`config.mk`:
```
export PLATFORM = sky130hd
export DESIGN_NAME = gtfmac_hwchk_bitslip_mc
export DESIGN_NICKNAME = d
export VERILOG_FILES = /design/src/rtl/gtfmac_hwchk_bitslip_pkg.sv /design/src/rtl/gtfmac_hwchk_bitslip_ch.sv /design/src/rtl/gtfmac_hwchk_bitslip_mc.sv
export SDC_FILE = /design/constraint.sdc
export NUM_CORES = 1
export LEC_CHECK = 0
export ABC_AREA = 0
export CORE_MARGIN = 8
export CORE_UTILIZATION = 40
export CTS_CLUSTER_DIAMETER = 30
export DETAILED_ROUTE_END_ITERATION = 6
export PLACE_DENSITY = 0.6
export SETUP_SLACK_MARGIN = 0.5
export SYNTH_ARGS = -nofsm -noshare
export SYNTH_HDL_FRONTEND = slang
export SYNTH_SLANG_ARGS = --single-unit
export TNS_END_PERCENT = 30
```
`constraint.sdc`:
```
create_clock -name rx_clk -period 24.5 [get_ports rx_clk]
set_input_delay 6.125 -clock rx_clk [delete_from_list [all_inputs] [get_ports rx_clk]]
set_output_delay 6.125 -clock rx_clk [all_outputs]
set_load 0.01 [all_outputs]
```
`src/rtl/gtfmac_hwchk_bitslip_pkg.sv`:
```
// gtfmac_hwchk_bitslip_pkg
//   Shared definitions for the multi-channel bitslip correction engine:
//   the per-channel FSM state encoding, the synchroniser depth and the
//   parameter-legality helper used at elaboration.
package gtfmac_hwchk_bitslip_pkg;

  typedef enum logic [2:0] {
    ST_SYNC    = 3'd0,
    ST_LOCKED  = 3'd1,
    ST_CORRECT = 3'd2,
    ST_ACK     = 3'd3,
    ST_RESYNC  = 3'd4,
    ST_DONE    = 3'd5
  } bs_state_e;

  localparam int unsigned SYNC_DEPTH = 3;

  // rxslippma can only remove 1 or 2 UI per handshake
  function automatic bit pma_slip_ui_legal(input int unsigned ui);
    return (ui == 1) || (ui == 2);
  endfunction

endpackage

```
`src/rtl/gtfmac_hwchk_bitslip_ch.sv`:
```
// gtfmac_hwchk_bitslip_ch
//   One channel of the bitslip correction engine: input synchronisers,
//   rx_bitslip edge counter, lock qualification and the correction FSM.
//   Optional ACK timeout is built only with GTFMAC_BITSLIP_RDY_TIMEOUT_EN.
// Ports:
//   i_clk, i_rst                 clock, async active-high reset
//   i_gb_seq_sync                user seq-sync, ORed into o_gb_seq_sync
//   i_disable_bitslip            async, synchronised, ORed into o_disable_bitslip
//   i_correct_bitslip            async level, synchronised, starts correction
//   i_auto_correct               start correction without i_correct_bitslip
//   i_rearm                      async, synchronised, rising edge leaves DONE
//   i_rx_data_rate               1 = 25G (no correction), 0 = 10G
//   i_block_lock, i_bitslip, i_slip_pma_rdy   GTF status
//   o_gb_seq_sync, o_disable_bitslip, o_slip_pma, o_slip_one_ui  GTF controls
//   o_bitslip_cnt, o_bitslip_issued          counters
//   o_locked, o_busy, o_done, o_excessive, o_timeout, o_lock_lost  status
module gtfmac_hwchk_bitslip_ch
  import gtfmac_hwchk_bitslip_pkg::*;
#(
  parameter int unsigned CNT_W        = 7,
  parameter int unsigned PMA_SLIP_UI  = 2,
  parameter int unsigned LOCK_QUAL    = 8,
  parameter int unsigned SEQ_SYNC_LEN = 8,
  parameter int unsigned RDY_TIMEOUT  = 1023
) (
  input  logic             i_clk,
  input  logic             i_rst,
  input  logic             i_gb_seq_sync,
  input  logic             i_disable_bitslip,
  input  logic             i_correct_bitslip,
  input  logic             i_auto_correct,
  input  logic             i_rearm,
  input  logic             i_rx_data_rate,
  input  logic             i_block_lock,
  input  logic             i_bitslip,
  input  logic             i_slip_pma_rdy,
  output logic             o_gb_seq_sync,
  output logic             o_disable_bitslip,
  output logic             o_slip_pma,
  output logic             o_slip_one_ui,
  output logic [CNT_W-1:0] o_bitslip_cnt,
  output logic [CNT_W-1:0] o_bitslip_issued,
  output logic             o_locked,
  output logic             o_busy,
  output logic             o_done,
  output logic             o_excessive,
  output logic             o_timeout,
  output logic             o_lock_lost
);

  localparam int unsigned RUN_W = (LOCK_QUAL < 1) ? 1 : $clog2(LOCK_QUAL + 1);
  localparam int unsigned SEQ_W = (SEQ_SYNC_LEN < 2) ? 1 : $clog2(SEQ_SYNC_LEN + 1);

  if (RDY_TIMEOUT == 0) begin : g_bad_timeout
    $error("RDY_TIMEOUT must be at least 1");
  end

  logic [SYNC_DEPTH-1:0] r_dis_sync, r_cor_sync, r_rearm_sync;
  logic                  r_rearm_d;
  logic [1:0]            r_bs_d;
  logic                  r_bs_edge;
  logic [RUN_W-1:0]      r_run;
  logic                  r_locked, r_locked_d;

  bs_state_e             r_state;
  logic [CNT_W-1:0]      r_cnt, r_issued, r_delta;
  logic [SEQ_W-1:0]      r_seq_cnt;
  logic                  r_seq_sync, r_sm_disable, r_slip_pma, r_one_ui;
  logic                  r_done, r_excessive, r_lock_lost;

  logic w_rearm_rise, w_start, w_hs_clear, w_hs_done;

  always_ff @(posedge i_clk or posedge i_rst) begin
    if (i_rst) begin
      r_dis_sync   <= '0;
      r_cor_sync   <= '0;
      r_rearm_sync <= '0;
      r_rearm_d    <= 1'b0;
      r_bs_d       <= '0;
      r_bs_edge    <= 1'b0;
    end else begin
      r_dis_sync   <= {r_dis_sync[SYNC_DEPTH-2:0], i_disable_bitslip};
      r_cor_sync   <= {r_cor_sync[SYNC_DEPTH-2:0], i_correct_bitslip};
      r_rearm_sync <= {r_rearm_sync[SYNC_DEPTH-2:0], i_rearm};
      r_rearm_d    <= r_rearm_sync[SYNC_DEPTH-1];
      r_bs_d       <= {r_bs_d[0], i_bitslip};
      r_bs_edge    <= r_bs_d[0] & ~r_bs_d[1];
    end
  end

  // Run counter saturates at LOCK_QUAL; only the threshold matters.
  always_ff @(posedge i_clk or posedge i_rst) begin
    if (i_rst) begin
      r_run      <= '0;
      r_locked   <= 1'b0;
      r_locked_d <= 1'b0;
    end else begin
      if (!i_block_lock)
        r_run <= '0;
      else if (r_run < RUN_W'(LOCK_QUAL))
        r_run <= r_run + RUN_W'(1);
      r_locked   <= (r_run >= RUN_W'(LOCK_QUAL));
      r_locked_d <= r_locked;
    end
  end

  assign w_rearm_rise = r_rearm_sync[SYNC_DEPTH-1] & ~r_rearm_d;
  assign w_start      = r_cor_sync[SYNC_DEPTH-1] | i_auto_correct;
  assign w_hs_clear   = r_slip_pma & ~i_slip_pma_rdy;
  assign w_hs_done    = ~r_slip_pma & i_slip_pma_rdy;

`ifdef GTFMAC_BITSLIP_RDY_TIMEOUT_EN
  localparam int unsigned TO_W = (RDY_TIMEOUT < 2) ? 1 : $clog2(RDY_TIMEOUT + 1);
  logic [TO_W-1:0] r_to_cnt;
  logic            r_timeout;
  logic            w_to_hit;
  assign w_to_hit  = (r_to_cnt == TO_W'(RDY_TIMEOUT - 1));
  assign o_timeout = r_timeout;
`else
  assign o_timeout = 1'b0;
`endif

  always_ff @(posedge i_clk or posedge i_rst) begin
    if (i_rst) begin
      r_state      <= ST_SYNC;
      r_cnt        <= '0;
      r_issued     <= '0;
      r_delta      <= '0;
      r_seq_cnt    <= '0;
      r_seq_sync   <= 1'b0;
      r_sm_disable <= 1'b0;
      r_slip_pma   <= 1'b0;
      r_one_ui     <= 1'b0;
      r_done       <= 1'b0;
      r_excessive  <= 1'b0;
      r_lock_lost  <= 1'b0;
`ifdef GTFMAC_BITSLIP_RDY_TIMEOUT_EN
      r_to_cnt     <= '0;
      r_timeout    <= 1'b0;
`endif
    end else begin
      case (r_state)
        ST_SYNC: begin
          r_sm_disable <= 1'b0;
          if (r_bs_edge && (r_cnt == '1)) begin
            r_excessive <= 1'b1;
            r_done      <= 1'b1;
            r_state     <= ST_DONE;
          end else begin
            // an edge coinciding with lock qualification is still counted
            if (r_bs_edge)
              r_cnt <= r_cnt + CNT_W'(1);
            if (r_locked) begin
              if (i_rx_data_rate) begin
                r_done  <= 1'b1;
                r_state <= ST_DONE;
              end else begin
                r_sm_disable <= 1'b1;
                r_state      <= ST_LOCKED;
              end
            end
          end
        end
        ST_LOCKED: begin
          if (w_start) begin
            r_delta <= r_cnt - r_issued;
            r_state <= ST_CORRECT;
          end
        end
        ST_CORRECT: begin
          if (r_delta >= CNT_W'(PMA_SLIP_UI)) begin
            r_slip_pma <= 1'b1;
            r_issued   <= r_issued + CNT_W'(PMA_SLIP_UI);
`ifdef GTFMAC_BITSLIP_RDY_TIMEOUT_EN
            r_to_cnt   <= '0;
`endif
            r_state    <= ST_ACK;
          end else if (r_delta != '0) begin
            r_one_ui <= 1'b1;
            r_issued <= r_issued + CNT_W'(1);
            r_delta  <= '0;
          end else begin
            r_seq_sync <= 1'b1;
            r_seq_cnt  <= SEQ_W'(SEQ_SYNC_LEN - 1);
            r_state    <= ST_RESYNC;
          end
        end
        ST_ACK: begin
`ifdef GTFMAC_BITSLIP_RDY_TIMEOUT_EN
          if (w_to_hit) begin
            r_slip_pma <= 1'b0;
            r_timeout  <= 1'b1;
            r_done     <= 1'b1;
            r_state    <= ST_DONE;
          end else begin
            r_to_cnt <= r_to_cnt + TO_W'(1);
            if (w_hs_clear)
              r_slip_pma <= 1'b0;
            else if (w_hs_done) begin
              r_delta <= r_cnt - r_issued;
              r_state <= ST_CORRECT;
            end
          end
`else
          if (w_hs_clear)
            r_slip_pma <= 1'b0;
          else if (w_hs_done) begin
            r_delta <= r_cnt - r_issued;
            r_state <= ST_CORRECT;
          end
`endif
        end
        ST_RESYNC: begin
          // seq_sync high for SEQ_SYNC_LEN cycles, then one idle cycle
          if (r_seq_cnt != '0)
            r_seq_cnt <= r_seq_cnt - SEQ_W'(1);
          else if (r_seq_sync)
            r_seq_sync <= 1'b0;
          else begin
            r_done  <= 1'b1;
            r_state <= ST_DONE;
          end
        end
        ST_DONE: begin
          if (r_locked_d && !r_locked && !i_rx_data_rate)
            r_lock_lost <= 1'b1;
          if (w_rearm_rise) begin
            r_cnt       <= '0;
            r_issued    <= '0;
            r_done      <= 1'b0;
            r_lock_lost <= 1'b0;
            r_excessive <= 1'b0;
            r_one_ui    <= 1'b0;
`ifdef GTFMAC_BITSLIP_RDY_TIMEOUT_EN
            r_timeout   <= 1'b0;
`endif
            r_state     <= ST_SYNC;
          end
        end
        default: r_state <= ST_SYNC;
      endcase
    end
  end

  assign o_gb_seq_sync     = r_seq_sync | i_gb_seq_sync;
  assign o_disable_bitslip = r_sm_disable | r_dis_sync[SYNC_DEPTH-1];
  assign o_slip_pma        = r_slip_pma;
  assign o_slip_one_ui     = r_one_ui;
  assign o_bitslip_cnt     = r_cnt;
  assign o_bitslip_issued  = r_issued;
  assign o_locked          = r_locked;
  assign o_busy            = (r_state == ST_CORRECT) || (r_state == ST_ACK) ||
                             (r_state == ST_RESYNC);
  assign o_done            = r_done;
  assign o_excessive       = r_excessive;
  assign o_lock_lost       = r_lock_lost;

endmodule

```
`src/rtl/gtfmac_hwchk_bitslip_mc.sv`:
```
// gtfmac_hwchk_bitslip_mc
//   Multi-channel bitslip correction engine: NUM_CH independent channels
//   plus aggregate done/error status. Macro GTFMAC_BITSLIP_RDY_TIMEOUT_EN
//   enables the rxslippma handshake timeout (stat_timeout otherwise 0).
// Ports (per-channel vectors are NUM_CH wide, counters NUM_CH*CNT_W packed,
// channel 0 in the LSBs):
//   rx_clk, rx_rst          shared clock, async active-high reset
//   ctl_*                   user controls (ctl_auto_correct is shared)
//   rx_block_lock, rx_bitslip, rx_slip_pma_rdy   GTF status
//   bs_*                    GTF controls
//   stat_*                  per-channel status
//   stat_all_done           AND of stat_done
//   stat_any_error          OR of excessive/timeout/lock_lost over channels
module gtfmac_hwchk_bitslip_mc
  import gtfmac_hwchk_bitslip_pkg::*;
#(
  parameter int unsigned NUM_CH       = 4,
  parameter int unsigned CNT_W        = 7,
  parameter int unsigned PMA_SLIP_UI  = 2,
  parameter int unsigned LOCK_QUAL    = 8,
  parameter int unsigned SEQ_SYNC_LEN = 8,
  parameter int unsigned RDY_TIMEOUT  = 1023
) (
  input  logic                    rx_clk,
  input  logic                    rx_rst,
  input  logic [NUM_CH-1:0]       ctl_gb_seq_sync,
  input  logic [NUM_CH-1:0]       ctl_disable_bitslip,
  input  logic [NUM_CH-1:0]       ctl_correct_bitslip,
  input  logic                    ctl_auto_correct,
  input  logic [NUM_CH-1:0]       ctl_rearm,
  input  logic [NUM_CH-1:0]       ctl_rx_data_rate,
  input  logic [NUM_CH-1:0]       rx_block_lock,
  input  logic [NUM_CH-1:0]       rx_bitslip,
  input  logic [NUM_CH-1:0]       rx_slip_pma_rdy,
  output logic [NUM_CH-1:0]       bs_gb_seq_sync,
  output logic [NUM_CH-1:0]       bs_disable_bitslip,
  output logic [NUM_CH-1:0]       bs_slip_pma,
  output logic [NUM_CH-1:0]       bs_slip_one_ui,
  output logic [NUM_CH*CNT_W-1:0] stat_bitslip_cnt,
  output logic [NUM_CH*CNT_W-1:0] stat_bitslip_issued,
  output logic [NUM_CH-1:0]       stat_locked,
  output logic [NUM_CH-1:0]       stat_busy,
  output logic [NUM_CH-1:0]       stat_done,
  output logic [NUM_CH-1:0]       stat_excessive_bitslip,
  output logic [NUM_CH-1:0]       stat_timeout,
  output logic [NUM_CH-1:0]       stat_lock_lost,
  output logic                    stat_all_done,
  output logic                    stat_any_error
);

  if (!pma_slip_ui_legal(PMA_SLIP_UI)) begin : g_bad_pma_slip_ui
    $error("PMA_SLIP_UI must be 1 or 2");
  end

  for (genvar g = 0; g < NUM_CH; g++) begin : g_ch
    gtfmac_hwchk_bitslip_ch #(
      .CNT_W        (CNT_W),
      .PMA_SLIP_UI  (PMA_SLIP_UI),
      .LOCK_QUAL    (LOCK_QUAL),
      .SEQ_SYNC_LEN (SEQ_SYNC_LEN),
      .RDY_TIMEOUT  (RDY_TIMEOUT)
    ) u_ch (
      .i_clk             (rx_clk),
      .i_rst             (rx_rst),
      .i_gb_seq_sync     (ctl_gb_seq_sync[g]),
      .i_disable_bitslip (ctl_disable_bitslip[g]),
      .i_correct_bitslip (ctl_correct_bitslip[g]),
      .i_auto_correct    (ctl_auto_correct),
      .i_rearm           (ctl_rearm[g]),
      .i_rx_data_rate    (ctl_rx_data_rate[g]),
      .i_block_lock      (rx_block_lock[g]),
      .i_bitslip         (rx_bitslip[g]),
      .i_slip_pma_rdy    (rx_slip_pma_rdy[g]),
      .o_gb_seq_sync     (bs_gb_seq_sync[g]),
      .o_disable_bitslip (bs_disable_bitslip[g]),
      .o_slip_pma        (bs_slip_pma[g]),
      .o_slip_one_ui     (bs_slip_one_ui[g]),
      .o_bitslip_cnt     (stat_bitslip_cnt[g*CNT_W +: CNT_W]),
      .o_bitslip_issued  (stat_bitslip_issued[g*CNT_W +: CNT_W]),
      .o_locked          (stat_locked[g]),
      .o_busy            (stat_busy[g]),
      .o_done            (stat_done[g]),
      .o_excessive       (stat_excessive_bitslip[g]),
      .o_timeout         (stat_timeout[g]),
      .o_lock_lost       (stat_lock_lost[g])
    );
  end

  assign stat_all_done  = &stat_done;
  assign stat_any_error = |{stat_excessive_bitslip, stat_timeout, stat_lock_lost};

endmodule

```
Word-level counts from Yosys, hierarchy flattened
Cells that the tools add are included.
Storage, ports and cells
  register bits: 216
  output and inout port bits: 98
  word-level logic and storage cells: 602
Operators by class
  $add $sub $neg: 24
  magnitude comparators: 12
  equality and inequality tests: 104
  mux-type cells: 220
  bitwise operators: 44
  reductions and logical operators: 114
Operators by type and width (count)
  7-bit two-way mux: 40
  3-bit two-way mux: 44
  7-bit case mux with 2 select lines: 8
  7-bit case mux with 3 select lines: 4
  4-bit two-way mux: 20
  2-bit by 1-bit inequality test with 1-bit output (second input constant): 40
  1-bit two-way mux: 76
  3-bit case mux with 6 select lines: 4
  4-bit AND reduction: 17
  7-bit by 1-bit adder with 7-bit output (second input constant): 8
  2-bit inequality test (second input constant): 24
  6-bit AND reduction: 8
  2-bit nonzero test: 20
  3-bit AND reduction: 12
  1-bit case mux with 2 select lines: 16
  4-bit case mux with 2 select lines: 4
  8-bit AND reduction: 4
  7-bit by 2-bit adder with 7-bit output (second input constant): 4
  7-bit equality test (second input constant): 4
  7-bit by 2-bit greater-or-equal comparator with 1-bit output (second input constant): 4
  7-bit nonzero test: 4
  7-bit subtractor: 4
  3-bit by 2-bit equality test with 1-bit output (second input constant): 8
  3-bit equality test (second input constant): 8
  19 further kinds: 133

Depth between registers and ports, before layout
  depth after elaboration: 5
  mapped depth: 9
  gate-level depth less buffers: 9

Hierarchy
From an unflattened synthesis, not the netlist that was laid out.
Second synthesis, totals
  cell total of the unflattened synthesis: 1131
  area, all modules: 11339.6 µm²
Modules (own cells, without submodules)
  gtfmac_hwchk_bitslip_ch (g_ch[0].u_ch ...): instances 2, cells an instance 279, area each 2839.0 µm²
  gtfmac_hwchk_bitslip_ch (g_ch[2].u_ch): instances 1, cells an instance 283, area each 2817.7 µm²
  gtfmac_hwchk_bitslip_ch (g_ch[3].u_ch): instances 1, cells an instance 285, area each 2811.4 µm²
  gtfmac_hwchk_bitslip_mc: instances 1, cells an instance 5, area each 32.5 µm²

Worst setup path after synthesis
OpenSTA, ideal clock, no wires.
  path kind: input-to-output
  start: in ctl_gb_seq_sync[0]
  end: out bs_gb_seq_sync[0]
  arrival time: 6517 ps
  slack: 11858 ps
  stages on the path: 2
  buffers on the path: 1
  cell sequence: or2_2 > buf_4
On the way
  longest elaborated chain between the ends: 1
RTL lines
  start, declared: line gtfmac_hwchk_bitslip_mc.sv:26  | input logic [NUM_CH-1:0] ctl_gb_seq_sync,
  1-bit OR: line gtfmac_hwchk_bitslip_ch.sv:245  | assign o_gb_seq_sync = r_seq_sync | i_gb_seq_sync;
  end, declared: line gtfmac_hwchk_bitslip_mc.sv:35  | output logic [NUM_CH-1:0] bs_gb_seq_sync,
Every way passes these cells.

Final worst setup path
  start: in ctl_gb_seq_sync[1]
  end: out bs_gb_seq_sync[1]
The elaborated chain is that of the path after synthesis.

==> run_results.csv <==
group,metric,value,unit
run_status,status,"finished, final reports clean",
detailed_routing,dr_total_vias,8498,
clocking,cts_made_buffers,52,
sta,layout_min_cycle_time,13390,ps
grt,grtUsageTotal,16.35,%
die,core-area,27550,um^2
finish,area_growth,28.54,%
placed_design,place_hpwl,18890,um
die,rows,61,
synth,synth_warnings,0,
synth,synth.largest_area_cell,"dfrtp_1",
synth,ys_seq_elements,216,
finish,n_fill_cell,2499,
die,die_y,182.6,um
hold_path,min_path_type,"register to register",
synth,synth_area,11100,um^2
placed_design,portBuffers,128,
grt,antenna_found_initial,1,
sta,tns,0,ps
finish,fin_util,51.79,%
detailed_routing,drtIter0Drc,484,
die,fp.dieW,182.6,um
synth,synth_flop_cell,"dfrtp_1",
sta,tightestPinTransition,979.6,ps
detailed_routing,dr.pass1.iters,5,
clocking,clockBufferDepth,3,
clocking,clkTransAtPathRegs,50,ps
pwr,pwr-share-clk,36.9,%
finish,design_area,14270,um^2
pwr,vdd_drop_max,0.07698,mV
worst_setup_path,cp_max_fo,1,
sta,post-route-period-util,54.66,%
detailed_routing,vias_per_cell,5.101,
pwr,switchingPower,652.5,uW
finish,regArea,5405,um^2
detailed_routing,ant_nets,0,
sta,rsz0062_at_grt,"no",
sta,setup_viol_count_final,0,
clocking,cts_resized,0,
finish,n_antenna_cell,0,
synth,synthTopCellsByArea,"dfrtp_1 49%, ha_1 5.5%, nor2_1 3.4%",
clocking,cts_root_buffer,"clkbuf_16",
die,design.die.area,33340,um^2
synth,synth-edff-count,0,
synth,syn_inst,1125,
sta,holdWs,341.5,ps
clocking,cts_tree,"done",
synth,ys_seq_area_share,48.69,%
placed_design,place_inst,1569,
pwr,p_seq_share,30.8,%
clocking,postCtsSetupBuffers,0,
sta,fmaxAchievable,74.68,MHz
placed_design,place_congestion,0.8418,
pwr,cell_internal_pwr,1201,uW
worst_setup_path,critical_path_required,18380,ps
placed_design,place_area,12480,um^2
clocking,cts-hold-fix-buffers,0,
finish,drive_gt1_share,11.34,%
clocking,htree_levels,2,
sta,max_slew_margin,34.70,%
worst_setup_path,critical_path_class,"input pin to output port",
finish,multi_input_area,5022,um^2
worst_setup_path,r2r_slack,21780,ps
detailed_routing,finalWirelength,26930,um
grt,grt_pass1_wl,45170,um
grt,overflow,0,
pwr,p_comb_share,32.3,%
grt,grt_max_degree,138,
sta,fin_skew,15.28,ps
finish,layoutNonFillerInstCount,1666,
pwr,p_leak,0.006186,uW
detailed_routing,avgRoutedWirePerCell,16.16,um
worst_setup_path,arrival,7270,ps
flow_run,maxCapViolations,0,
synth,synth.distinct_cells,75,
synth,synth_top_area_share,48.69,%
clocking,clk_latency,540,ps
sta,drv_slew,0,
grt,grt_pass1_vias,8652,
worst_setup_path,start_kind,"input pin",
clocking,cts.sinks,216,
pwr,p_per_area,129.9,nW/um^2
detailed_routing,route.detailed.drc,0,
die,ios,133,
synth,synthArstFlopShare,100.0,%
pwr,swShare,35.21,%
worst_setup_path,crit_path_end_kind,"output port",
die,start_util,40.29,%
finish,finalNetCount,1333,
synth,syn_area_per_cell,9.867,um^2
sta,hold_violations,0,
[area by class of cell]
cell class | instances | area share [%]
inverter | 66 | 1.789
tap | 378 | 3.315
sequential | 216 | 37.88
clock inverter | 36 | 2.587
multi-input combinational | 775 | 35.20
timing repair buffer | 134 | 9.295
clock buffer | 61 | 9.935
[cell usage after synthesis (all sizes together), types with 14 or more instances]
cell	count
nor3	33
xor2	17
nand3	28
xnor2	40
a211oi	14
nand2	89
nor2	101
buf	46
nand2b	20
a31oi	19
inv	66
o31ai	15
o21ai	75
clkbuf	25
or2	19
dfrtp	216
a21oi	47
ha	49
nor2b	24
[worst paths after layout]
check | from | endpoint | cells after the start
worst min register to register | g_ch[2].u_ch.r_cor_sync[0] | g_ch[2].u_ch.r_cor_sync[1] | 0
max in group asynchronous | rx_rst | g_ch[0].u_ch.r_sm_disable | 3
worst min-delay path | g_ch[2].u_ch.r_cor_sync[0] | g_ch[2].u_ch.r_cor_sync[1] | 0
worst max register to register | g_ch[3].u_ch.r_state[0] | g_ch[3].u_ch.o_bitslip_issued[6] | 5
worst max-delay path | ctl_gb_seq_sync[1] | bs_gb_seq_sync[1] | 3
min in group asynchronous | rx_rst | g_ch[0].u_ch.r_seq_cnt[3] | 2
[kinds of logic after synthesis]
kind of cell,Yosys count,synth area share (%)
flops,216,48.69
buf+inv,137,6.165
compound gates,257,15.09
other cells,1,0.03378
simple gates,386,17.54
xor+xnor,57,4.497
mux,18,1.736
fa+ha+maj,53,6.244
[metrics by stage]
step,setup WS (ps),power (uW)
floorplan,11860,972.1
global placement,11110,1163
detailed placement,11110,1173
CTS,11100,1872
global route,11070,1981
finish,11110,1853
[power by group through the flow]
stage | clock network, uW | logic [uW] | registers [uW]
6_report | 683 | 599 | 571
3_3_place_gp | 0 | 589 | 573
2_1_floorplan | 0 | 444 | 528
5_1_grt | 718 | 676 | 587
3_5_place_dp | 0 | 599 | 574
4_1_cts | 698 | 604 | 570
[state kept, by name, summed over array words and instances, names as in the netlist]
register	flops
g_ch.u_ch.o_bitslip_cnt	28
g_ch.u_ch.o_bitslip_issued	28
g_ch.u_ch.r_delta	28
g_ch.u_ch.r_run	16
g_ch.u_ch.r_seq_cnt	16
g_ch.u_ch.r_cor_sync	12
g_ch.u_ch.r_dis_sync	12
g_ch.u_ch.r_rearm_sync	12
g_ch.u_ch.r_state	12
g_ch.u_ch.r_bs_d	8
g_ch.u_ch.o_done	4
g_ch.u_ch.o_excessive	4
g_ch.u_ch.o_lock_lost	4
g_ch.u_ch.o_locked	4
g_ch.u_ch.o_slip_one_ui	4
g_ch.u_ch.o_slip_pma	4
g_ch.u_ch.r_bs_edge	4
g_ch.u_ch.r_locked_d	4
g_ch.u_ch.r_rearm_d	4
g_ch.u_ch.r_seq_sync	4
g_ch.u_ch.r_sm_disable	4
[cells in the final DEF (no fill, tap or decap), types with 10 or more instances in the layout]
cell	netlist	final
nor2_1	101	101
inv_6	0	12
o22ai_1	10	10
clkdlybuf4s50_1	0	128
mux2_2	10	10
inv_1	66	65
xor2_1	17	17
or2_2	19	19
a21oi_1	47	47
nand2b_1	20	20
ha_1	49	49
nor3_1	32	32
nand2_1	89	89
xnor2_1	40	40
o31ai_1	15	15
nand3_1	28	28
a31oi_1	19	19
dfrtp_1	216	216
nor2b_1	24	24
a211oi_1	14	14
and2_1	13	13
clkbuf_16	0	54
o21ai_0	74	74
o31a_1	10	10
[critical path: stages]
cell,delay (ps)
clkdlybuf4s50_1,390
or2_2,270
clkdlybuf4s50_1,480
[routing by layer]
layer	part of all wire (%)	track usage, %	wire, um	vias up
li1	-	-	-	4160
met1	47	21.82	12660	4098
met2	45	25.86	12190	186
met3	5.4	3.798	1464	54
met4	2.3	5.346	619	0
met5	0	0	0	-
Note: power is estimated with default switching activity, not from simulation.
